==> src/rtl/motor_pwm_controller.sv <==
// Four-channel ESC pulse generator with OFF/ARM/RUN/IDLE sequencing on a fixed frame.
// Build option: define MOTOR_SLEW_LIMIT_EN to rate-limit each throttle by SLEW_STEP per frame.
module motor_pwm_controller #(
  parameter int CLK_FRQ_MHZ = 50,
  parameter int FRAME_US    = 20000,
  parameter int ARM_FRAMES  = 100,
  parameter int SLEW_STEP   = 8
) (
  input  logic       clock,
  input  logic       reset,
  input  logic       start,
  input  logic       idle,
  input  logic       soft_reset,
  input  logic [7:0] throttle1,
  input  logic [7:0] throttle2,
  input  logic [7:0] throttle3,
  input  logic [7:0] throttle4,
  output logic       pwm1,
  output logic       pwm2,
  output logic       pwm3,
  output logic       pwm4,
  output logic       armed,
  output logic       frame_start
);

  localparam int PW = (CLK_FRQ_MHZ > 1) ? $clog2(CLK_FRQ_MHZ) : 1;
  localparam int UW = $clog2(FRAME_US);
  localparam int FW = (ARM_FRAMES > 1) ? $clog2(ARM_FRAMES) : 1;
  localparam logic [PW-1:0] PRESC_MAX = PW'(CLK_FRQ_MHZ - 1);
  localparam logic [UW-1:0] US_MAX    = UW'(FRAME_US - 1);
  localparam logic [FW-1:0] ARM_LAST  = FW'(ARM_FRAMES - 1);
  localparam logic [10:0]   MIN_WIDTH = 11'd1000;

`ifdef MOTOR_SLEW_LIMIT_EN
  localparam int STEP_LIM = SLEW_STEP;
`else
  // A step of at least full scale always reaches the target in one frame: a direct load.
  localparam int STEP_LIM = (SLEW_STEP > 255) ? SLEW_STEP : 255;
`endif

  typedef enum logic [1:0] {S_OFF, S_ARM, S_RUN, S_IDLE} state_t;

  state_t          state, state_nx;
  logic [1:0]      rst_sync;
  logic            rst_n;
  logic [PW-1:0]   presc;
  logic [UW-1:0]   us_cnt;
  logic [FW-1:0]   frm_cnt;
  logic            req_q;
  logic            tick, frame_end;
  logic [7:0]      thr [4];
  logic [7:0]      t_q [4];
  logic [10:0]     width [4];
  logic [3:0]      pwm_v;

  assign thr[0] = throttle1;
  assign thr[1] = throttle2;
  assign thr[2] = throttle3;
  assign thr[3] = throttle4;

  function automatic logic [7:0] t_step(input logic [7:0] cur, input logic [7:0] tgt);
    int diff;
    diff = int'(tgt) - int'(cur);
    if (diff > STEP_LIM)  return cur + 8'(STEP_LIM);
    if (diff < -STEP_LIM) return cur - 8'(STEP_LIM);
    return tgt;
  endfunction

  // Reset asserts asynchronously but releases two clocks after the pin deasserts.
  always_ff @(posedge clock or negedge reset) begin
    if (!reset) rst_sync <= '0;
    else        rst_sync <= {rst_sync[0], 1'b1};
  end
  assign rst_n = rst_sync[1];

  assign tick      = (state != S_OFF) && (presc == PRESC_MAX);
  assign frame_end = tick && (us_cnt == US_MAX);

  // NOTE: clocked state uses non-blocking '<=' so every flop samples pre-edge values.
  always_ff @(posedge clock or negedge rst_n) begin
    if (!rst_n) state <= S_OFF;
    else        state <= state_nx;
  end

  // NOTE: combinational blocks assign a default first so no path infers a latch.
  always_comb begin
    state_nx = state;
    if (soft_reset) state_nx = S_OFF;
    else begin
      unique case (state)
        S_OFF:  if (start) state_nx = S_ARM;
        S_ARM:  if (frame_end && frm_cnt == ARM_LAST) state_nx = S_RUN;
        S_RUN:  if (frame_end && (req_q || idle)) state_nx = S_IDLE;
        S_IDLE: if (frame_end && !idle && (req_q || start)) state_nx = S_RUN;
      endcase
    end
  end

  always_comb begin
    armed = (state == S_RUN) || (state == S_IDLE);
    for (int i = 0; i < 4; i++) begin
      width[i] = (state == S_RUN) ? MIN_WIDTH + 11'({t_q[i], 2'b00}) : MIN_WIDTH;
      pwm_v[i] = (state != S_OFF) && (32'(us_cnt) < 32'(width[i]));
    end
  end

  assign {pwm4, pwm3, pwm2, pwm1} = pwm_v;

  always_ff @(posedge clock or negedge rst_n) begin
    if (!rst_n) begin
      presc       <= '0;
      us_cnt      <= '0;
      frm_cnt     <= '0;
      req_q       <= 1'b0;
      frame_start <= 1'b0;
    end else if (soft_reset || state == S_OFF) begin
      presc       <= '0;
      us_cnt      <= '0;
      frm_cnt     <= '0;
      req_q       <= 1'b0;
      frame_start <= 1'b0;
    end else begin
      presc       <= tick ? '0 : presc + 1'b1;
      frame_start <= frame_end;
      if (tick) us_cnt <= (us_cnt == US_MAX) ? '0 : us_cnt + 1'b1;
      if (state == S_ARM && frame_end) frm_cnt <= frm_cnt + 1'b1;
      // A mode request seen anywhere in the frame is held until the boundary applies it.
      if (frame_end || state == S_ARM)      req_q <= 1'b0;
      else if (state == S_RUN && idle)      req_q <= 1'b1;
      else if (state == S_IDLE)             req_q <= !idle && (req_q || start);
    end
  end

  // NOTE: t_q is four small registers rather than a RAM, so resetting it costs nothing.
  always_ff @(posedge clock or negedge rst_n) begin
    if (!rst_n) begin
      for (int i = 0; i < 4; i++) t_q[i] <= '0;
    end else begin
      for (int i = 0; i < 4; i++) begin
        if (soft_reset || state == S_OFF) t_q[i] <= '0;
        else if (frame_end)               t_q[i] <= (state_nx == S_RUN) ? t_step(t_q[i], thr[i]) : '0;
      end
    end
  end

endmodule

==> config.mk <==
export PLATFORM = sky130hd
export DESIGN_NAME = motor_pwm_controller
export DESIGN_NICKNAME = d
export VERILOG_FILES = /design/src/rtl/motor_pwm_controller.sv
export SDC_FILE = /design/constraint.sdc
export NUM_CORES = 1
export LEC_CHECK = 0
export ABC_CLOCK_PERIOD_IN_PS = 3700
export CAP_MARGIN = 0
export CELL_PAD_IN_SITES_DETAIL_PLACEMENT = 2
export CELL_PAD_IN_SITES_GLOBAL_PLACEMENT = 2
export CORE_ASPECT_RATIO = 2
export CORE_MARGIN = 4
export CORE_UTILIZATION = 37
export DETAILED_ROUTE_END_ITERATION = 7
export PLACE_DENSITY_LB_ADDON = 0.1
export SETUP_SLACK_MARGIN = 0.5
export SLEW_MARGIN = 20
export SYNTH_ARGS = -nofsm -noshare
export SYNTH_HDL_FRONTEND = slang
export SYNTH_SLANG_ARGS = --single-unit
==> constraint.sdc <==
create_clock -name clock -period 3.7 [get_ports clock]
set_input_delay 0.74 -clock clock [delete_from_list [all_inputs] [get_ports clock]]
set_output_delay 0.74 -clock clock [all_outputs]
set_load 0.03 [all_outputs]
==> impl_metrics.yaml, run 1 <==
sta:
  rsz0062_at_grt: "true"
  final.period_utilization: 0.8952
  fin_hold_ws_ns: 0.3524
  finalSetupViolCount: 0
  finClkSkew_ns: 0.01234
  fin_ws_ns: 0.3878
  slew_viol_final: 0
  fmax_mhz: 301.9
  finalSetupTns_ns: 0
  worst_slew_pin_slew_ns: 0.9584
  min_period_ns: 3.312
  finalHoldViolCount: 0
  slew_headroom: 0.3611
yosys:
  synth_compound_area_frac: 0.1900
  ys_ff_latch: 66
  synthSimpleGateAreaFrac: 0.2130
  synth_area_leaders: "dfrtp_1 (26%), ha_1 (17%), mux2i_1 (5.2%), nor2_1 (5.2%), inv_1 (2.9%)"
  synthXorXnorAreaFrac: 0.05814
  yosysWarnings: 0
  synthMuxAreaShare: 0.05576
  synth_top_cell_by_area: "dfrtp_1"
  mappedNetlistArea_um2: 6327
  synth_top_family_by_area: "simple AND/OR/NAND/NOR gates"
  synth_top_area_frac: 0.2610
  synth_edf_count: 0
  yosysUniqueCellTypes: 70
  synthCells: 741
  syn-num-nets: 866
  yosysMostFrequentCell: "ha_1"
  synth-seq-area-share: 0.2610
  synth_adder_area_share: 0.1740
  yosys-top-cells-count: "ha_1 (88), nor2_1 (87), dfrtp_1 (66)"
  synthArstFlopShare: 1.000
  synth_ff_type: "dfrtp_1"
  synth_area_per_cell_um2: 8.539
floorplan:
  die-area_um2: 19380
  fp-row-count: 67
  core-area_um2: 16770
  die_h_um: 192.9
  die_w_um: 100.5
  start_util: 0.3774
  pin_count: 43
clock_tree:
  cts.htree.levels: 3
  cts_buffer_depth: 2
  cts_made_buffers: 9
  clock-root-buffer: "clkbuf_16"
  cts.clk_slew.worst_paths_ns: 0.06
  cts_tree: "done"
  cts.sinks: 66
  clk_latency_ns: 0.35
placed_design:
  dpl.hpwl_mm: 16.26
  port_buffers: 42
  pre_cts_ws_ns: 0.05633
  globalplace.congestion: 0.8058
critical_path:
  cp.required_ns: 2.96
  start_kind: "flop"
  critPathLaunch: "t_q[9]"
  end_kind: "output pin"
  cp.arrival_ns: 2.57
  rr_startpoint: "t_q[27]"
  path_max_fanout: 5
  critPathKind: "flop to output pin"
routing:
  drt.antenna.violating_nets: 0
  vias: 6034
  drtIter0Drc: 125
  wl_met3_um: 469
  vias_per_cell: 5.939
  routed_wl_mm: 22.87
  drt-met1-wl_mm: 8.335
  wl_per_cell_um: 22.51
  first_pass_iters: 4
  drc: 0
  dr_wl_met2_mm: 13.09
  top_layer: "met4"
layout:
  multi_input_area_um2: 4718
  fillers: 1828
  final_net_count: 929
  seq_area_um2: 1658
  antennaDiodeCount: 0
  drive_gt1_frac: 0.1706
  area_delta_synth_final_pct: 24.11
global_route:
  grt_pass1_wl_mm: 35.74
  grt_pass1_vias: 6816
  gr-total-overflow: 0
  grt_max_degree: 41
  track_usage: 0.2328
  antenna_found_initial: 0
power:
  leakagePower_nw: 3.280
  power_w: 0.001887
  vdd_drop_max_mv: 0.3284
  p_per_area_nw_per_um2: 240.3
hold_path:
  hp-class: "flop to flop"
  min-delay-start: "rst_sync[0]"
outcome:
  status: "complete, no violations"
job:
  max_cap_violations: 0
==> stage by stage <==
stage / utilization / instances / area [um2]
after floorplan: - / 741 / 6327
after global placement: 0.4222 / 984 / 7079
after detailed placement: 0.4222 / 984 / 7079
after CTS: 0.4522 / 1010 / 7581
after global routing: 0.4684 / 1016 / 7853
final: 0.4684 / 1016 / 7853
==> per-layer routing <==
layer | GRT usage | vias up
met1 | 0.2359 | 3048
met3 | 0.02089 | 56
li1 | - | 2831
met2 | 0.4701 | 99
met4 | 0.09497 | 0
met5 | 0 | -
==> sequential cells by signal (all words and copies together) (netlist names) <==
name,flops
t_q,32
us_cnt,15
frm_cnt,7
presc,6
rst_sync,2
state,2
frame_start,1
req_q,1
==> area by class of cell <==
type | instances | area share
clock buffers | 10 | 0.02916
flip-flops and latches | 66 | 0.2111
well taps | 207 | 0.03298
repair buffers | 75 | 0.09720
clock inverters | 6 | 0.005258
multi-input cells | 603 | 0.6009
inverters | 49 | 0.02342
==> power by group <==
group	internal [W]	leakage, nW	switching (W)
sequential	0.000726	0.906	0.0000125
clock	0.000454	0.125	0.000360
combinational	0.000153	2.25	0.000182
==> what timing repair did <==
| item | 4_1_cts | 5_1_grt |
|---|---|---|
| setup buffers | 9 | 3 |
| setup endpoints to repair | 15 | 29 |
| pin swaps | 11 | 20 |
| cloned | 1 | 3 |
| hold endpoints to repair | 0 | 0 |
| gates resized for setup | 42 | 51 |
| hold buffers | 0 | 0 |
==> critical path, stage by stage, from the launching register on <==
cell	delay [ns]
dfrtp_1	0.43
ha_2	0.26
nor3_2	0.15
xnor2_1	0.15
nor2_1	0.06
ha_1	0.28
o21ai_0	0.11
a21oi_1	0.28
o2111ai_1	0.15
and3_4	0.21
buf_12	0.13
==> path summary, 6_finish.rpt <==
check | endpoint | slack, ns | depth (start not counted)
setup / recovery | pwm3 | 0.39 | 10
hold / removal | rst_sync[1] | 0.35 | 0
setup reg to reg | t_q[24] | 0.82 | 10
hold reg to reg | rst_sync[1] | 0.35 | 0
max in group asynchronous | us_cnt[3] | 2.34 | 1
min in group asynchronous | presc[5] | 0.42 | 0
==> kinds of logic after synthesis <==
| family | count (synthesis) |
|---|---|
| simple gates | 263 |
| compound gates | 173 |
| fa+ha+maj | 88 |
| buf+inv | 73 |
| flops | 66 |
| xor+xnor | 42 |
| mux | 35 |
| other cells | 1 |
==> placed cells by master, fill, tap and decap left out, types with 7 or more instances in the layout <==
master	count
nand4_1	8
nor3_1	8
nor2_1	79
nand3_1	25
nor3_2	9
buf_4	27
and3_1	10
a21oi_2	7
nor3b_1	8
nor2b_1	11
o22ai_1	29
mux2i_1	33
o21ai_0	21
inv_1	45
ha_1	77
xnor2_1	21
clkbuf_16	9
clkdlybuf4s50_1	37
or3_1	7
a31oi_1	23
a21oi_1	25
nand2_1	45
ha_4	7
xor2_1	21
dfrtp_1	61
a21o_1	7
Note: power is estimated with default switching activity, not from simulation.
==> inputs of run 2 (changes only) <==
--- a/config.mk
+++ b/config.mk
@@ -10,8 +10,9 @@
 export CELL_PAD_IN_SITES_DETAIL_PLACEMENT = 2
 export CELL_PAD_IN_SITES_GLOBAL_PLACEMENT = 2
 export CORE_ASPECT_RATIO = 2
-export CORE_MARGIN = 4
+export CORE_MARGIN = 8
 export CORE_UTILIZATION = 37
+export CTS_CLUSTER_SIZE = 28
 export DETAILED_ROUTE_END_ITERATION = 7
 export PLACE_DENSITY_LB_ADDON = 0.1
 export SETUP_SLACK_MARGIN = 0.5
==> run 2 against run 1 <==
- critical path depth rose by 2
- hold slack improved by 0.0076 ns
- critical endpoint is now pwm1
- combinational power up 4%
- design area grew 1.8%
- critical path type unchanged
- largest cell class unchanged
==> impl_metrics.yaml, run 2 (synthesis gave the netlist of run 1 again) <==
global_route:
  grt_pass1_vias: 7062
  gr-total-overflow: 0
  grt_pass1_wl_mm: 36.31
  antenna_found_initial: 0
  track_usage: 0.2088
  grt_max_degree: 42
layout:
  largest_register_ffs: 32
  largest_registers: "t_q x32, us_cnt x15, frm_cnt x7"
  final_cell_mix: "nor2_1 (79), ha_1 (79), dfrtp_1 (53)"
  regMostFlops: "t_q"
  antennaDiodeCount: 0
  drive_gt1_frac: 0.1912
  area_delta_synth_final_pct: 26.38
  final_net_count: 941
floorplan:
  pin_count: 43
  die_w_um: 108.5
  core-area_um2: 16770
  die-area_um2: 21800
  start_util: 0.3774
  fp-row-count: 67
  die_h_um: 200.9
power:
  power_frac_clock: 0.442
  comb_power_share: 0.179
  internal_power_w: 0.001369
  swShare: 0.2982
  vdd_drop_max_mv: 0.2402
  leakagePower_nw: 3.375
  p_seq_frac: 0.379
  p_per_area_nw_per_um2: 244.0
  p_sw_w: 0.0005818
critical_path:
  cpPeakStageDelay_ns: 0.38
  worstPathCellList: "buf_6 > inv_2 > nor2_2 > buf_6 > nand2_1 > ha_1 > o21a_1 > o21ai_1 > a21oi_1 > o2111ai_1 > and3_4 > buf_6"
  cp.required_ns: 2.96
  rr_startpoint: "t_q[11]"
  r2r_cells: 9
  critPathKind: "flop to output pin"
  rr_endpoint: "t_q[8]"
  end_kind: "output pin"
  rrSetupSlack_ns: 0.80
  path_max_fanout: 6
  crit_slowest_cell: "dfrtp_1"
  start_kind: "flop"
  cp.arrival_ns: 2.47
  worst_path_most_repeated_cell: "buf_6"
sta:
  fmax_mhz: 311.4
  finalSetupViolCount: 0
  slew_viol_final: 0
  rsz0062_at_grt: "true"
  worst_slew_pin_slew_ns: 0.9998
  finalSetupTns_ns: 0
  finClkSkew_ns: 0.01193
  min_period_ns: 3.211
  finalHoldViolCount: 0
  slew_headroom: 0.3335
  final.period_utilization: 0.8678
  fin_hold_ws_ns: 0.3601
routing:
  vias: 6076
  wl_per_cell_um: 22.85
  routed_wl_mm: 23.49
  drt.antenna.violating_nets: 0
  first_pass_iters: 4
  drc: 0
  vias_per_cell: 5.911
  drtIter0Drc: 155
placed_design:
  port_buffers: 42
  dpl.hpwl_mm: 16.73
  globalplace.congestion: 0.8019
clock_tree:
  cts_made_buffers: 9
  cts_tree: "done"
  clk_latency_ns: 0.35
  cts.htree.levels: 3
  cts.sinks: 66
  cts.clk_slew.worst_paths_ns: 0.06
  cts_buffer_depth: 2
  cts_hold_buffers: 0
  clock-root-buffer: "clkbuf_16"
job:
  max_cap_violations: 0
hold_path:
  min_to: "rst_sync[1]"
  hp-class: "flop to flop"
  min-delay-start: "rst_sync[0]"
  whs_path_depth: 0
outcome:
  status: "complete, no violations"
==> run 2: cell types whose count changed in the layout (fill, tap and decap cells not counted), moves of 4 or more <==
cell | previous run | this run
dfrtp_1 | 61 | 53
a21oi_2 | 7 | 3
buf_4 | 27 | 35
inv_1 | 45 | 41
dfrtp_2 | 5 | 13
==> run 2: how the worst max path moves through the flow <==
stage | cells past startpoint | endpoint | from | slack, ns
2_1_floorplan | 11 | pwm1 | state[1] | 0.59
3_3_place_gp | 10 | t_q[9] | throttle3[1] | 0.24
3_5_place_dp | 9 | t_q[1] | throttle4[1] | 0.06
4_1_cts | 9 | pwm4 | t_q[3] | 0.47
5_1_grt | 12 | pwm2 | state[1] | 0.40
6_report | 12 | pwm1 | state[1] | 0.49
==> run 2: per-stage QoR <==
step	util	setup slack, ns	power, W	area [um2]	instances
2_1_floorplan	-	0.5881	0.0009220	6327	741
3_3_place_gp	0.4224	0.2363	0.001047	7082	986
3_5_place_dp	0.4224	0.06179	0.001061	7082	986
4_1_cts	0.4499	0.4705	0.001939	7542	1010
5_1_grt	0.4769	0.4038	0.002014	7996	1028
6_report	0.4769	0.4891	0.001951	7996	1028
==> run 2: repair_timing <==
action                     4_1_cts  5_1_grt
cloned                           0        3
setup endpoints to repair       14       30
resized for setup               37       78
pin swaps                        4       21
buffers inserted                 8       15
==> run 2: cell type report <==
cell class / count / area [um2]
well taps: 207 / 259.0
multi-input cells: 603 / 4725
fillers: 1869 / 8770
clock inverters: 6 / 47.55
repair buffers: 87 / 867.1
inverters: 49 / 191.4
clock buffers: 10 / 239.0
flip-flops and latches: 66 / 1668
==> run 2: critical path, delay by kind of cell, from the launching register on <==
| kind | cells | cell delay, ns |
|---|---|---|
| and+or+nand+nor | 3 | 0.44 |
| buffers and inverters | 4 | 0.45 |
| adders and majority gates | 1 | 0.28 |
| DFF | 1 | 0.38 |
| AOI/OAI and AO/OA | 4 | 0.57 |
==> run 2: routing by layer <==
| metal | vias up | part of all wire | wire (um) | track usage |
|---|---|---|---|---|
| li1 | 2849 | - | - | - |
| met4 | 0 | 0.036 | 857 | 0.09995 |
| met5 | - | 0 | 0 | 0 |
| met3 | 59 | 0.018 | 424 | 0.02444 |
| met2 | 95 | 0.58 | 13710 | 0.4119 |
| met1 | 3073 | 0.36 | 8489 | 0.1998 |
==> run 2: power by group through the flow <==
stage / Clock, W / Sequential (W) / Combinational (W)
floorplan: 0 / 0.000752 / 0.000170
global placement: 0 / 0.000752 / 0.000295
detailed placement: 0 / 0.000753 / 0.000308
CTS: 0.000875 / 0.000741 / 0.000324
global route: 0.000896 / 0.000741 / 0.000376
finish: 0.000862 / 0.000740 / 0.000349
==> inputs of run 3 (changes only) <==
--- a/config.mk
+++ b/config.mk
@@ -14,8 +14,10 @@
 export CORE_UTILIZATION = 37
 export CTS_CLUSTER_SIZE = 28
 export DETAILED_ROUTE_END_ITERATION = 7
+export GPL_ROUTABILITY_DRIVEN = 0
 export PLACE_DENSITY_LB_ADDON = 0.1
 export SETUP_SLACK_MARGIN = 0.5
+export SKIP_CTS_REPAIR_TIMING = 1
 export SLEW_MARGIN = 20
 export SYNTH_ARGS = -nofsm -noshare
 export SYNTH_HDL_FRONTEND = slang
==> run 3 against run 2 <==
- combinational power is 5% lower
- core utilization down 1.3 points
- clock power hardly changed
- worst setup slack got worse by 0.052 ns
- die area unchanged
- global-route usage is 0.42 points lower
- critical endpoint is now pwm2
- largest cell class unchanged
- highest routed layer unchanged
==> impl_metrics.yaml, run 3 (synthesis gave the netlist of run 1 again) <==
outcome:
  status: "complete, no violations"
sta:
  min_period_ns: 3.262
  worst_slew_pin_slew_ns: 0.9943
  finalSetupTns_ns: 0
  rsz0062_at_grt: "true"
  slew_headroom: 0.3371
  finalHoldViolCount: 0
  fmax_mhz: 306.5
  finClkSkew_ns: 0.01027
  slew_viol_final: 0
  final.period_utilization: 0.8818
  finalSetupViolCount: 0
power:
  p_per_area_nw_per_um2: 248.7
  leakagePower_nw: 3.275
  vdd_drop_max_mv: 0.2418
routing:
  drt.antenna.violating_nets: 0
  first_pass_iters: 4
  vias: 6014
  drc: 0
  drtIter0Drc: 139
  wl_per_cell_um: 22.40
  vias_per_cell: 5.919
  routed_wl_mm: 22.76
layout:
  largest_register_ffs: 32
  drive_gt1_frac: 0.1619
  regMostFlops: "t_q"
  largest_registers: "t_q x32, us_cnt x15, frm_cnt x7"
  antennaDiodeCount: 0
  final_common_cell: "nor2_1"
  final_net_count: 929
  final_util: 0.4644
  area_delta_synth_final_pct: 23.06
  fillers: 1876
  final_cell_mix: "nor2_1 (82), ha_1 (81), dfrtp_1 (56)"
critical_path:
  cp.arrival_ns: 2.52
  cp.required_ns: 2.96
  end_kind: "output pin"
  critPathKind: "flop to output pin"
  start_kind: "flop"
  path_max_fanout: 7
placed_design:
  dpl.hpwl_mm: 16.73
  port_buffers: 42
global_route:
  track_usage: 0.2047
  antenna_found_initial: 0
  grt_pass1_wl_mm: 35.67
  gr-total-overflow: 0
  grt_max_degree: 42
  grt_pass1_vias: 6989
hold_path:
  hp-class: "flop to flop"
floorplan:
  die_h_um: 200.9
  fp-row-count: 67
  die-area_um2: 21800
  core-area_um2: 16770
  pin_count: 43
  start_util: 0.3774
  die_w_um: 108.5
clock_tree:
  cts_tree: "done"
  cts_buffer_depth: 2
  clk_latency_ns: 0.35
  cts.htree.levels: 3
  cts_made_buffers: 9
  cts.sinks: 66
  clock-root-buffer: "clkbuf_16"
  cts.clk_slew.worst_paths_ns: 0.06
job:
  max_cap_violations: 0
## run 3: changes by cell type in the layout (fill, tap and decap cells not counted), sizes merged
cell           before  now
dlymetal6s2s        2    0
and4bb              1    2
clkdlybuf4s50      36   38
buf                49   37
nand2              47   46
## run 3: stage by stage
stage / cells / cell area (um2) / setup slack, ns / power [W] / hold slack [ns]
detailed placement: 986 / 7082 / 0.06179 / 0.001061 / 0.3362
global placement: 986 / 7082 / 0.2363 / 0.001047 / 0.3387
global route: 1016 / 7786 / 0.3353 / 0.002004 / 0.3750
floorplan: 741 / 6327 / 0.5881 / 0.0009220 / 0.3312
CTS: 1002 / 7368 / 0.02005 / 0.001925 / 0.3604
finish: 1016 / 7786 / 0.4375 / 0.001936 / 0.3600
## run 3: final timing paths
path,from,end,slack [ns],cells after the start
worst max-delay path,state[1],pwm2,0.44,12
worst min-delay path,rst_sync[0],rst_sync[1],0.36,0
worst max register to register,t_q[11],t_q[12],0.74,9
worst min register to register,rst_sync[0],rst_sync[1],0.36,0
max in group asynchronous,rst_sync[1],t_q[10],2.30,1
min in group asynchronous,rst_sync[1],t_q[16],0.43,0
## run 3: power breakdown
part | internal (W) | switching [W]
logic | 0.000151 | 0.000182
clock network | 0.000480 | 0.000385
registers | 0.000726 | 0.0000132
## run 3: worst max-delay path: stages, from the launching register on
cell and delay (ns):
dfrtp_2 0.39, buf_6 0.11, inv_1 0.07, nor2_2 0.13, buf_6 0.15, nand2_1 0.08
ha_1 0.28, o21a_1 0.11, o21ai_1 0.14, a21oi_1 0.09, o2111ai_1 0.26, and3_4 0.25
buf_12 0.11
## run 3: layout make-up
type / count / area [um2] / share of cell area
Tap cell: 207 / 259.0 / 0.03326
Clock inverter: 6 / 47.55 / 0.006106
Clock buffer: 10 / 239.0 / 0.03069
Inverter: 49 / 186.4 / 0.02394
Sequential cell: 66 / 1664 / 0.2137
Timing Repair Buffer: 75 / 739.5 / 0.09497
Multi-Input combinational cell: 603 / 4651 / 0.5973
## run 3: per-layer routing
layer / track usage / vias to the layer above / wire [um]
met5: 0 / - / 0
li1: - / 2826 / -
met4: 0.09995 / 0 / 759
met2: 0.4007 / 93 / 13270
met3: 0.02733 / 47 / 459
met1: 0.1956 / 3048 / 8271
